===== src/rtl/inst_fetch_stage_pkg.sv =====
// inst_fetch_stage_pkg: shared vectors, bubble word and next-PC selection codes for the IF stage.
package inst_fetch_stage_pkg;
  localparam logic [31:0] RESET_VEC = 32'h8000_0000;
  localparam logic [31:0] ILLOP_VEC = 32'h8000_0004;
  localparam logic [31:0] XADR_VEC  = 32'h8000_0008;
  localparam logic [31:0] NOP_WORD  = 32'h0000_0000;
  localparam logic [4:0]  K0_IDX    = 5'd26;
  typedef enum logic [2:0] {SEL_SEQ, SEL_HOLD, SEL_REDIR, SEL_IRQ, SEL_EXC} npc_sel_e;
  // Increment never touches the kernel flag; carry out of bit 30 is dropped.
  function automatic logic [31:0] pc_inc(input logic [31:0] pc);
    return {pc[31], pc[30:0] + 31'd4};
  endfunction
endpackage


===== src/rtl/inst_fetch_stage_npc_select.sv =====
// npc_select: priority mux for the next PC with kernel-bit masking of non-jr redirects.
module npc_select
  import inst_fetch_stage_pkg::*;
(
  input  logic [31:0] pc,
  input  logic        stall,
  input  logic        redirect,
  input  logic [31:0] redirect_pc,
  input  logic        redirect_jr,
  input  logic        irq,
  input  logic        exc,
  output logic [31:0] npc,
  output npc_sel_e    sel
);
  logic        irq_ok;
  logic [31:0] tgt;
  always_comb begin
    irq_ok = irq & ~pc[31] & ~stall & ~redirect;
    tgt    = redirect_jr ? redirect_pc : {pc[31], redirect_pc[30:0]};
    sel    = exc ? SEL_EXC : irq_ok ? SEL_IRQ : redirect ? SEL_REDIR : stall ? SEL_HOLD : SEL_SEQ;
    npc    = exc ? XADR_VEC : irq_ok ? ILLOP_VEC : redirect ? tgt : stall ? pc : pc_inc(pc);
  end
endmodule


===== src/rtl/inst_fetch_stage.sv =====
// inst_fetch_stage: owns the PC, addresses the instruction ROM and registers the fetched word into IF/ID.
module inst_fetch_stage
  import inst_fetch_stage_pkg::*;
(
  input  logic        clk,
  input  logic        reset,
  output logic [31:0] imem_addr,
  input  logic [31:0] imem_data,
  input  logic        stall,
  input  logic        redirect,
  input  logic [31:0] redirect_pc,
  input  logic        redirect_jr,
  input  logic        irq,
  input  logic        exc,
  output logic [31:0] if_id_instr,
  output logic [31:0] if_id_pc4,
  output logic        if_id_valid,
  output logic        epc_we,
  output logic [31:0] epc
);
  logic [31:0] pc;
  logic [31:0] npc;
  npc_sel_e    sel;
  assign imem_addr = pc;
  npc_select u_npc (
    .pc(pc), .stall(stall), .redirect(redirect), .redirect_pc(redirect_pc),
    .redirect_jr(redirect_jr), .irq(irq), .exc(exc), .npc(npc), .sel(sel)
  );
  // Every non-hold, non-sequential choice squashes IF/ID into a bubble with pc4 kept.
  always_ff @(posedge clk or negedge reset)
    if (!reset) begin
      pc          <= RESET_VEC;
      if_id_instr <= NOP_WORD;
      if_id_pc4   <= '0;
      if_id_valid <= 1'b0;
      epc_we      <= 1'b0;
      epc         <= '0;
    end else begin
      epc_we <= sel == SEL_IRQ;
      if (sel == SEL_IRQ) epc <= pc;
      if (sel != SEL_HOLD) pc <= npc;
      if (sel == SEL_SEQ) begin
        if_id_instr <= imem_data;
        if_id_pc4   <= npc;
        if_id_valid <= 1'b1;
      end else if (sel != SEL_HOLD) begin
        if_id_instr <= NOP_WORD;
        if_id_valid <= 1'b0;
      end
    end
endmodule


===== config.mk =====
export PLATFORM = sky130hd
export DESIGN_NAME = inst_fetch_stage
export DESIGN_NICKNAME = d
export VERILOG_FILES = /design/src/rtl/inst_fetch_stage_pkg.sv /design/src/rtl/inst_fetch_stage_npc_select.sv /design/src/rtl/inst_fetch_stage.sv
export SDC_FILE = /design/constraint.sdc
export NUM_CORES = 1
export LEC_CHECK = 0
export CAP_MARGIN = 20
export CORE_AREA = 2 2 112 114
export CTS_BUF_LIST = sky130_fd_sc_hd__clkbuf_8
export DETAILED_ROUTE_END_ITERATION = 10
export DIE_AREA = 0 0 114 116
export HOLD_SLACK_MARGIN = 0.02
export PLACE_DENSITY = 0.95
export SETUP_SLACK_MARGIN = 0.1
export SLEW_MARGIN = 40
export SYNTH_ARGS = -nofsm -noshare
export SYNTH_HDL_FRONTEND = slang
export SYNTH_HIERARCHICAL = 1
export SYNTH_SLANG_ARGS = --single-unit
export TNS_END_PERCENT = 30

===== constraint.sdc =====
create_clock -name clk -period 3.85 [get_ports clk]
set_input_delay 0.77 -clock clk [delete_from_list [all_inputs] [get_ports clk]]
set_output_delay 0.77 -clock clk [all_outputs]
set_load 0.1 [all_outputs]

# Word-level counts from Yosys, hierarchy flattened
# Index checks and enable logic that the tools add are counted.
# word_totals
reg_bits,130
inputBits,71
output_inout_bits,130
# classes
add_sub_neg,1
eq_ne,2
muxes,13
bitwise,6
n_reduce_logical,2
# op_table
operator,n
$mux W32,6
$add A31 B3 Y31 const B,1
$mux W31,1
$mux W3,3
$and A1 B1 Y1,3
$eq A3 B2 Y1 const B,1
$logic_not A3 Y1,1
$mux W1,3
$ne A3 B1 Y1 const B,1
$not A1 Y1,3
$reduce_bool A2 Y1,1

# Depth between registers and ports, before layout
# logic_depth
ltp_word,9
depth_mapped,8

# By module
# The synthesis kept the hierarchy.
# by_module_without_submodules
module,instances,cells_each,area_each_um2,seq_area_each_um2
inst_fetch_stage,1,314,4961.0,3254.4
npc_select,1,176,1058.5,0.0

# Least setup slack after synthesis
# No wires, ideal clock.
# synth_path
path_type,reg-to-reg
from,"register pc[2], in the netlist imem_addr[2]"
to,register if_id_pc4[26]
setup_time_ns,0.125
t_arrival_ns,2.715
slack_ns,1.010
stages_incl_launch_ff,8
path_buffers,0
synth_period_minus_slack_ns,2.840
path_cell_list,dfrtp_1 -> ha_1 -> nand3b_1 -> or4_4 -> nor4_4 -> xnor2_1 -> a211oi_2 -> mux2_2
# synth_between
elab_chain_cells,5
# synth_rtl
item,line_no,rtl
from (decl),inst_fetch_stage.sv:21,logic [31:0] pc;
from (signal assigned),inst_fetch_stage.sv:41,if (sel != SEL_HOLD) pc <= npc;
$add A31 B3 Y31,inst_fetch_stage_pkg.sv:11,"return {pc[31], pc[30:0] + 31'd4};"
$mux W31,inst_fetch_stage_npc_select.sv:21,npc = exc ? XADR_VEC : irq_ok ? ILLOP_VEC : redirect ? tgt : stall ? pc : pc_inc(pc);
$mux W32 (3 in a row),inst_fetch_stage_npc_select.sv:21,
net npc[26],inst_fetch_stage.sv:22,logic [31:0] npc;
to (signal assigned),inst_fetch_stage.sv:44,if_id_pc4 <= npc;
to (decl),inst_fetch_stage.sv:16,"output logic [31:0] if_id_pc4,"
# The timed path passes the listed nets, and every way through them passes these cells.
# A chain may end at the register's enable or synchronous reset.

# Worst setup path in the final report
# layout_path
from,input stall
to,register if_id_pc4[27]
# layout_lines
item,line_no,rtl
from (decl),inst_fetch_stage.sv:9,"input logic stall,"
$not A1 Y1,inst_fetch_stage_npc_select.sv:18,irq_ok = irq & ~pc[31] & ~stall & ~redirect;
$and A1 B1 Y1 (2 in a row),inst_fetch_stage_npc_select.sv:18,
$mux W32 (*) (2 in a row),inst_fetch_stage_npc_select.sv:21,
net npc[27],inst_fetch_stage.sv:22,
# The timed path passes the listed nets; every way through them passes the cells marked *.

==> results_dict.tcl <==
set metrics [dict create \
    outcome "finished, final reports clean" \
    dpl_cell_area_um2 7510 \
    avgSynthCellArea_um2 12.28 \
    relSlewSlack 0.5237 \
    fin_worst_skew_ps 11.37 \
    p_per_area_nw_per_um2 562.0 \
    root_buffer "clkbuf_8" \
    gp_congestion 0.8608 \
    yosys_warnings 6 \
    die_h_um 116 \
    cts_sinks 130 \
    grt_pass1_vias 4822 \
    hold_viol 0 \
    tightest_slew_ps 714.4 \
    p_leak_nw 3.946 \
    start_kind "primary input" \
    synth_area_leader_cell "dfrtp_1" \
    grt_pass1_wl_um 24870 \
    portBuffers 200 \
    ys_async_sr_fraction 1.000 \
    area_growth_pct 32.99 \
    cts_max_path_buffers 2 \
    rsz0062_at_grt "false" \
    max_freq_mhz 365.9 \
    setup_viol 0 \
    fin_nets 768 \
    rows 40 \
    dp_cells 824 \
    io_pins 201 \
    synth_area_um2 6020 \
    gr-usage-all-layers 0.2460 \
    core_area_um2 11910 \
    ir_drop_uv 333.5 \
    antenna_found_initial 0 \
    dieArea_um2 13220 \
    most-common-layout-cells "130 x buf_2, 129 x dfrtp_1, 92 x mux2_2, 69 x clkdlybuf4s50_1, 55 x nor2_1" \
    drcViolationCount 0 \
    vias 4666 \
    post-cts-setup-buffer-count 0 \
    slew_viol_final 0 \
    fin_crit_ps 2733 \
    via_per_inst 5.451 \
    ys_top_cells_by_area "dfrtp_1 54%, mux2_2 17%, mux2i_1 5.7%, nor2_1 3.4%, nand2_1 2.2%" \
    final_common_cell "buf_2" \
    grt_max_degree 99 \
    grt_overflow 0 \
    clk_pin_slew_ps 70 \
    synth.distinct_cells 45 \
    cts_tree "done" \
    ant_nets 0 \
    cap_violations 0 \
    yosysTopAreaCellShare 0.5363 \
    cp_max_fo 10 \
    ys_seq_area_frac 0.5406 \
    reg2regPathDepth 6 \
    cts_buffers 17 \
    syn_nets 562 \
    hp-class "primary input to async pin" \
    period_share 0.7098 \
    required_ps 4170 \
    worstSetupPathType "primary input to flop" \
    synth-edff-count 0 \
    ys.flop_type "dfrtp_1" \
    wl_um 15680 \
    wl_per_cell_um 18.32 \
    cts_resized 0 \
    start_util 0.5054 \
    endpoint_kind "flop" \
    diodes 0 \
    ys_seq_elements 130 \
    die_w_um 114 \
    clkLatencyLatePin_ps 440 \
    finalSetupTns_ps 0 \
    hold_buffers 0 \
    instances_no_fill 856 \
    dp_hpwl_um 11460 \
    final_area_um2 8005 \
    dr.pass1.iters 4 \
    cts_max_level 4 \
    drt_iter0_drc 271 \
    critPathArrivalTime_ps 3050 \
    drive_gt1_frac 0.3921 \
    synthCells 490 \
]
## cell families after synthesis
| family | synth area share |
|---|---|
| AOI/OAI and AO/OA | 0.03679 |
| xor gates and xnor gates | 0.03929 |
| muxes | 0.2361 |
| buffers and inverters | 0.03056 |
| DFF | 0.5406 |
| and+or+nand+nor | 0.1145 |
| adders and majority gates | 0.002078 |
## cell usage after synthesis (all sizes together) (2+ instances only)
cell	n
dfrtp	129
mux2	96
nor2	55
nand2	35
mux2i	34
buf	19
xor2	15
o21ai	14
a21oi	12
xnor2	12
nand4	8
a211oi	7
inv	7
clkbuf	6
nand3	6
nand3b	4
nor4	4
and3	3
nor3	3
nor4b	3
nand4b	2
nor2b	2
## final timing paths
path	startpoint	end	slack [ps]
max	stall	if_id_pc4[27]$_DFFE_PN0N_	1120
min	reset	if_id_instr[11]$_DFFE_PN0P_	360
max reg2reg	imem_addr[21]$_DFFE_PN0P_	if_id_pc4[30]$_DFFE_PN0N_	1440
min reg2reg	epc[25]$_DFFE_PN0N_	epc[25]$_DFFE_PN0N_	500
max in group asynchronous	reset	imem_addr[31]$_DFFE_PN1P_	2710
min in group clk	epc[25]$_DFFE_PN0N_	epc[25]$_DFFE_PN0N_	500
## metal layers
metal	routed length (um)	GRT usage	vias up
li1	-	-	2129
met1	6220	0.2834	2302
met2	7768	0.4095	206
met3	1263	0.08682	29
met4	432	0.1244	0
met5	0	0	-
## registers in the layout, indices dropped and copies added (netlist names)
name	flops
epc	32
epc_we	1
if_id_instr	32
if_id_pc4	32
if_id_valid	1
imem_addr	32
## report_power, final
group,total [mW],switching (mW),internal [mW]
clock network,1.41,0.542,0.871
registers,1.60,0.104,1.49
logic,1.49,1.19,0.293
total,4.50,1.84,2.66
## layout make-up
type,instances,area [um2]
Clock inverter,13,230.2
Fill cell,880,3906
Tap cell,147,183.9
Inverter,8,30.03
Clock buffer,19,261.5
Timing Repair Buffer,212,1459
Multi-Input combinational cell,327,2586
Sequential cell,130,3254
## worst max-delay path, stage by stage
cell,delay [ps]
clkdlybuf4s50_1,550
nand3b_1,290
nor4_4,450
nor4b_1,420
xnor2_1,170
o21ai_0,110
mux2_2,290
## per-stage QoR
stage / total power, mW / hold WS, ps / utilization / setup slack, ps
after detailed placement: 3.114 / 486.2 / 0.6305 / 703.4
after CTS: 4.528 / 439.3 / 0.6717 / 1166
after global placement: 3.216 / 475.7 / 0.6851 / 804.3
after global routing: 4.650 / 383.9 / 0.6721 / 967.2
final: 4.499 / 358.9 / 0.6721 / 1117
after floorplan: 2.786 / 474.4 / - / 1010
Note: power is estimated with default switching activity, not from simulation.
==> RTL change 1: new RTL, config.mk and constraints unchanged <==
Add an input register stage for `irq`, without a reset; this delays it by one clock. The other inputs are not delayed to match.
--- a/src/rtl/inst_fetch_stage.sv
+++ b/src/rtl/inst_fetch_stage.sv
@@ -20,2 +20,9 @@
 );
+
+  logic irq_q;
+
+  always_ff @(posedge clk) begin
+      irq_q <= irq;
+  end
+
   logic [31:0] pc;
@@ -26,3 +33,3 @@
     .pc(pc), .stall(stall), .redirect(redirect), .redirect_pc(redirect_pc),
-    .redirect_jr(redirect_jr), .irq(irq), .exc(exc), .npc(npc), .sel(sel)
+    .redirect_jr(redirect_jr), .irq(irq_q), .exc(exc), .npc(npc), .sel(sel)
   );
Behaviour: not the same (Yosys sat finds a counterexample within 4 cycles, from zero or initial values and one cycle with reset low).
==> RTL change 1 against the unedited design <==
- critical path depth decreased by 1
- cell count is the same
- synthesized cell count up 0.20%
- clock skew about the same
- synthesized area is 0.33% higher
- design area fell by 0.91%
- worst hold slack improved by 11 ps
- sequential cell count up 1
- power down 5.7%
- global-route usage is 0.91 points lower
- wire length shrank 2.7%
- largest cell class unchanged
- first-iteration DRC count down 17%
- largest power group unchanged
- critical path type unchanged
- setup slack worse by 120 ps
==> RTL change 1: results (changes against the unedited design) <==
** Worst setup path
- CP top delay family :: buffers and inverters
- Data arrival at the endpoint of the critical path :: 3170 ps (+120 ps)
- Worst reg2reg startpoint :: imem_addr[31]$_DFFE_PN1P_
- Delay contributed by the slowest stage of the critical path :: 670 ps (+120 ps)
- The cell count of the worst reg-to-reg path is 7 (+1).
- The endpoint identified for the worst register-to-register timing path is if_id_pc4[7]$_DFFE_PN0N_.
- Crit-path max FO :: 34 (+24)

** Yosys
- Cell types with the largest area share after synthesis :: sky130_fd_sc_hd__dfrtp_1, sky130_fd_sc_hd__mux2_2, sky130_fd_sc_hd__mux2i_1, sky130_fd_sc_hd__nor2_1, sky130_fd_sc_hd__nand2_1
- The post-synth net total came to 563 (+0.18%).
- Async set-reset flop share out of synthesis :: 99.2% (-0.76 points)
- The number of unique standard cell types used by synthesis was 46 (+2.2%).
- Part of the Yosys area used for sequential elements :: 54.2% (+0.15 points)

** Cells and area
- The antenna diode count came to 0 (unchanged).
- Number of filler cells placed in the layout :: 922 (+4.8%)

** Place
- Final HPWL from detailed placement :: 11.0 mm (-4.3%)

** Global routing
- The global-route met2 utilization was 39.4% (-1.5 points).
- The global routing met1 resource utilization came to 29.8% (+1.5 points).
- Overall fraction of global-route tracks in use :: 23.7% (-0.91 points)
- Pin count of the biggest net entering global routing :: 91 (-8.1%)
- Number of global-route vias before repair :: 4793 (-0.60%)
- The first-pass GRT wire length is 24.3 mm (-2.4%).
- The met3 usage is 7.06% (-1.6 points).

** Run status
- Outcome :: completed

** Timing
- The transition at the pin with the smallest max-transition slack was 724 ps (+9.31 ps).
- Worst hold margin :: 370 ps (+11.3 ps)
- Worst clock skew on the final layout :: 11.1 ps (-0.260 ps)

** Detailed routing
- The violation count after the first detailed-route iteration came to 226 (-17%).
- The wire length per cell after detailed routing came to 17.8 um (-2.7%).

** Power and ir drop
- The highest ir drop seen on vdd is 0.000246 V (-26%).
- Leakage power summed over all cells :: 3.90 nW (-1.2%)
==> RTL change 1: cell types whose count changed after synthesis <==
cell,delta
sky130_fd_sc_hd__dfxtp_1,+1
==> RTL change 1: layout make-up <==
| class | count | area (um2) | share of cell area (%) |
|---|---|---|---|
| Sequential cell | 131 | 3270 | 41.3 |
| Timing Repair Buffer | 211 | 1460 | 18.4 |
| Clock buffer | 17 | 234 | 2.95 |
| Tap cell | 147 | 184 | 2.32 |
| Multi-Input combinational cell | 327 | 2590 | 32.6 |
| Inverter | 8 | 30.0 | 0.379 |
| Clock inverter | 15 | 159 | 2.00 |
==> RTL change 1: logic make-up (layout without fill, tap and decap cells) <==
logic type	after synthesis	after routing	share of synthesized area (%)
AOI/OAI and AO/OA	37	37	3.67
xor gates and xnor gates	27	27	3.92
adders and majority gates	1	1	0.207
buffers and inverters	33	251	3.05
DFF	131	131	54.2
muxes	130	130	23.5
and+or+nand+nor	132	132	11.4
==> RTL change 1: how the worst max path moves through the flow <==
stage / endpoint / startpoint / slack [ps] / cells past startpoint
6_report: epc[9]$_DFFE_PN0N_ / exc / 1000 / 6
4_1_cts: epc[6]$_DFFE_PN0N_ / exc / 1040 / 6
3_5_place_dp: epc[6]$_DFFE_PN0N_ / exc / 580 / 6
3_3_place_gp: epc[25]$_DFFE_PN0N_ / exc / 720 / 6
2_1_floorplan: if_id_pc4[26]$_DFFE_PN0N_ / imem_addr[2]$_DFFE_PN0P_ / 1010 / 7
5_1_grt: epc[9]$_DFFE_PN0N_ / exc / 910 / 6
==> RTL change 1: layer usage <==
layer  vias up  share of wire, %
li1       2125                 -
met1      2305                43
met2       174                49
met3        17               6.3
met4         0               1.6
met5         -                 0
==> RTL change 1: per-stage QoR <==
step                cell area (um2)  utilization, %  instances
floorplan                      6040               -        491
global placement               8190            68.7        824
detailed placement             7540            63.3        824
CTS                            7930            66.6        856
global route                   7930            66.6        856
finish                         7930            66.6        856
==> RTL change 1: power by group <==
part           internal, mW  leakage, nW  switching, mW
Sequential             1.50         1.72          0.102
Combinational         0.293         1.99           1.19
Clock                 0.580        0.186          0.574
Total                  2.38         3.90           1.87
==> RTL change 1: worst register-to-register path, stage by stage, from the launching register on <==
cell and delay (ps):
sky130_fd_sc_hd__dfstp_2 570, sky130_fd_sc_hd__nand2b_1 140, sky130_fd_sc_hd__nor2_1 70, sky130_fd_sc_hd__nor2_1 150
sky130_fd_sc_hd__nor2_1 150, sky130_fd_sc_hd__nor3_4 540, sky130_fd_sc_hd__buf_12 270, sky130_fd_sc_hd__mux2_2 380
==> RTL change 2: new RTL, same settings <==
Without the edit above. Make the reset (`reset`) synchronous in one clocked block.
--- a/src/rtl/inst_fetch_stage.sv
+++ b/src/rtl/inst_fetch_stage.sv
@@ -29,3 +29,3 @@
   // Every non-hold, non-sequential choice squashes IF/ID into a bubble with pc4 kept.
-  always_ff @(posedge clk or negedge reset)
+  always_ff @(posedge clk)
     if (!reset) begin
Formal check against the unedited RTL: differs if reset is asserted again (counterexample within 4 cycles, from zero or initial values and one cycle with reset low); with reset held inactive, the same outputs for 10 cycles.
==> RTL change 2 against the unedited design <==
- non-clock buffer count decreased by 1
- sequential cell count unchanged
- critical endpoint is now if_id_pc4[13]$_SDFFE_PN0N_
- design area decreased by 3.9%
- highest routed layer unchanged
- synthesized area decreased by 2.8%
- setup slack got worse by 49 ps
- wire length decreased by 0.87%
Power is not compared: it rests on default switching activity, and its combinational part moved more than twofold at a synthesized area within 25%.
==> RTL change 2: results (changes against the unedited design) <==
** Run status
- Outcome :: completed

** Yosys
- Yosys attributes the largest share of cell area to sky130_fd_sc_hd__dfxtp_1, sky130_fd_sc_hd__mux2i_1, sky130_fd_sc_hd__nand2_1, sky130_fd_sc_hd__nor2_1, sky130_fd_sc_hd__buf_6.
- Async set-reset flop share out of synthesis :: 0% (-100 points)
- The number of unique standard cell types used by synthesis was 44 (-2.2%).
- Multiplexer fraction of the synthesized cell area :: 22.1% (-1.5 points)
- Part of the Yosys area used for sequential elements :: 44.5% (-9.6 points)
- Top cell types by occurrence after synthesis :: sky130_fd_sc_hd__nand2_1, sky130_fd_sc_hd__dfxtp_1, sky130_fd_sc_hd__mux2i_1
- Nets in the synthesized netlist :: 709 (+26%)
- The complex-gate fraction of the synthesized area was 3.91% (+0.23 points).
- The adder-cell share of the synthesized area was 0.214% (+0.0060 points).
- Xor and xnor fraction of the mapped netlist area :: 4.04% (+0.11 points)

** Global routing
- The number of global-route vias before repair is 4871 (+1.0%).
- Routing usage on met2 :: 39.8% (-1.1 points)
- The largest net degree at the start of global routing is 101 (+2.0%).
- The global routing met1 resource utilization was 28.7% (+0.32 points).
- Overall fraction of global-route tracks in use :: 23.0% (-1.6 points)
- The first-pass GRT wire length came to 24.2 mm (-2.8%).

** Detailed routing
- Met3 wire len :: 869 um (-31%)
- The total routed wirelength is 15.5 mm (-0.87%).
- Number of DRC markers in iteration 0 :: 340 (+25%)

** Timing
- Worst clock skew on the final layout :: 8.39 ps (-2.98 ps)
- Transition time at the pin with the least slew margin :: 719 ps (+4.58 ps)
- Max frequency :: 359 MHz (-1.8%)

** Worst setup path
- Register-to-register setup slack :: 1550 ps (+110 ps)
- In this run the worst setup path terminates at if_id_pc4[13]$_SDFFE_PN0N_.
- The cell count of the worst reg-to-reg path is 8 (+2).
- The data arrival at the endpoint of the critical path is 3120 ps (+70 ps).
- Worst setup path startpoint :: redirect

** Cells and area
- The share of cells above drive strength 1 was 21.8% (-17 points).
- Number of filler cells placed in the layout :: 995 (+13%)
- Net count of the finished layout :: 897 (+17%)

** Place
- The post-place setup slack came to 664 ps (-39.7 ps).
- Placer's final routability congestion estimate :: 0.797 (-7.4%)
- Final HPWL from detailed placement :: 11.1 mm (-2.9%)

** Clock network
- The insertion delay to the later sink of the worst-skew pair is 420 ps (-20 ps).
==> RTL change 2: cell count changes after synthesis, sizes merged, moves of 6 or more <==
cell,unedited run,this run
clkbuf,6,12
nand2,35,163
dfxtp,0,130
dfrtp,129,0
mux2,96,0
buf,19,30
mux2i,34,129
==> RTL change 2: worst max-delay path: stages <==
cell and delay (ps):
sky130_fd_sc_hd__clkdlybuf4s50_1 720, sky130_fd_sc_hd__buf_4 280, sky130_fd_sc_hd__nor3_2 70, sky130_fd_sc_hd__buf_4 340, sky130_fd_sc_hd__nor3_4 240, sky130_fd_sc_hd__buf_4 410
sky130_fd_sc_hd__mux2i_1 270
==> RTL change 2: area by class of cell <==
class	count	area (um2)	share of cell area [%]
timing repair buffer	211	1460	18.9
clock buffer	18	248	3.22
tap	147	184	2.39
sequential	130	2600	33.8
clock inverter	14	213	2.77
multi-input combinational	457	2960	38.5
inverter	8	30.0	0.390
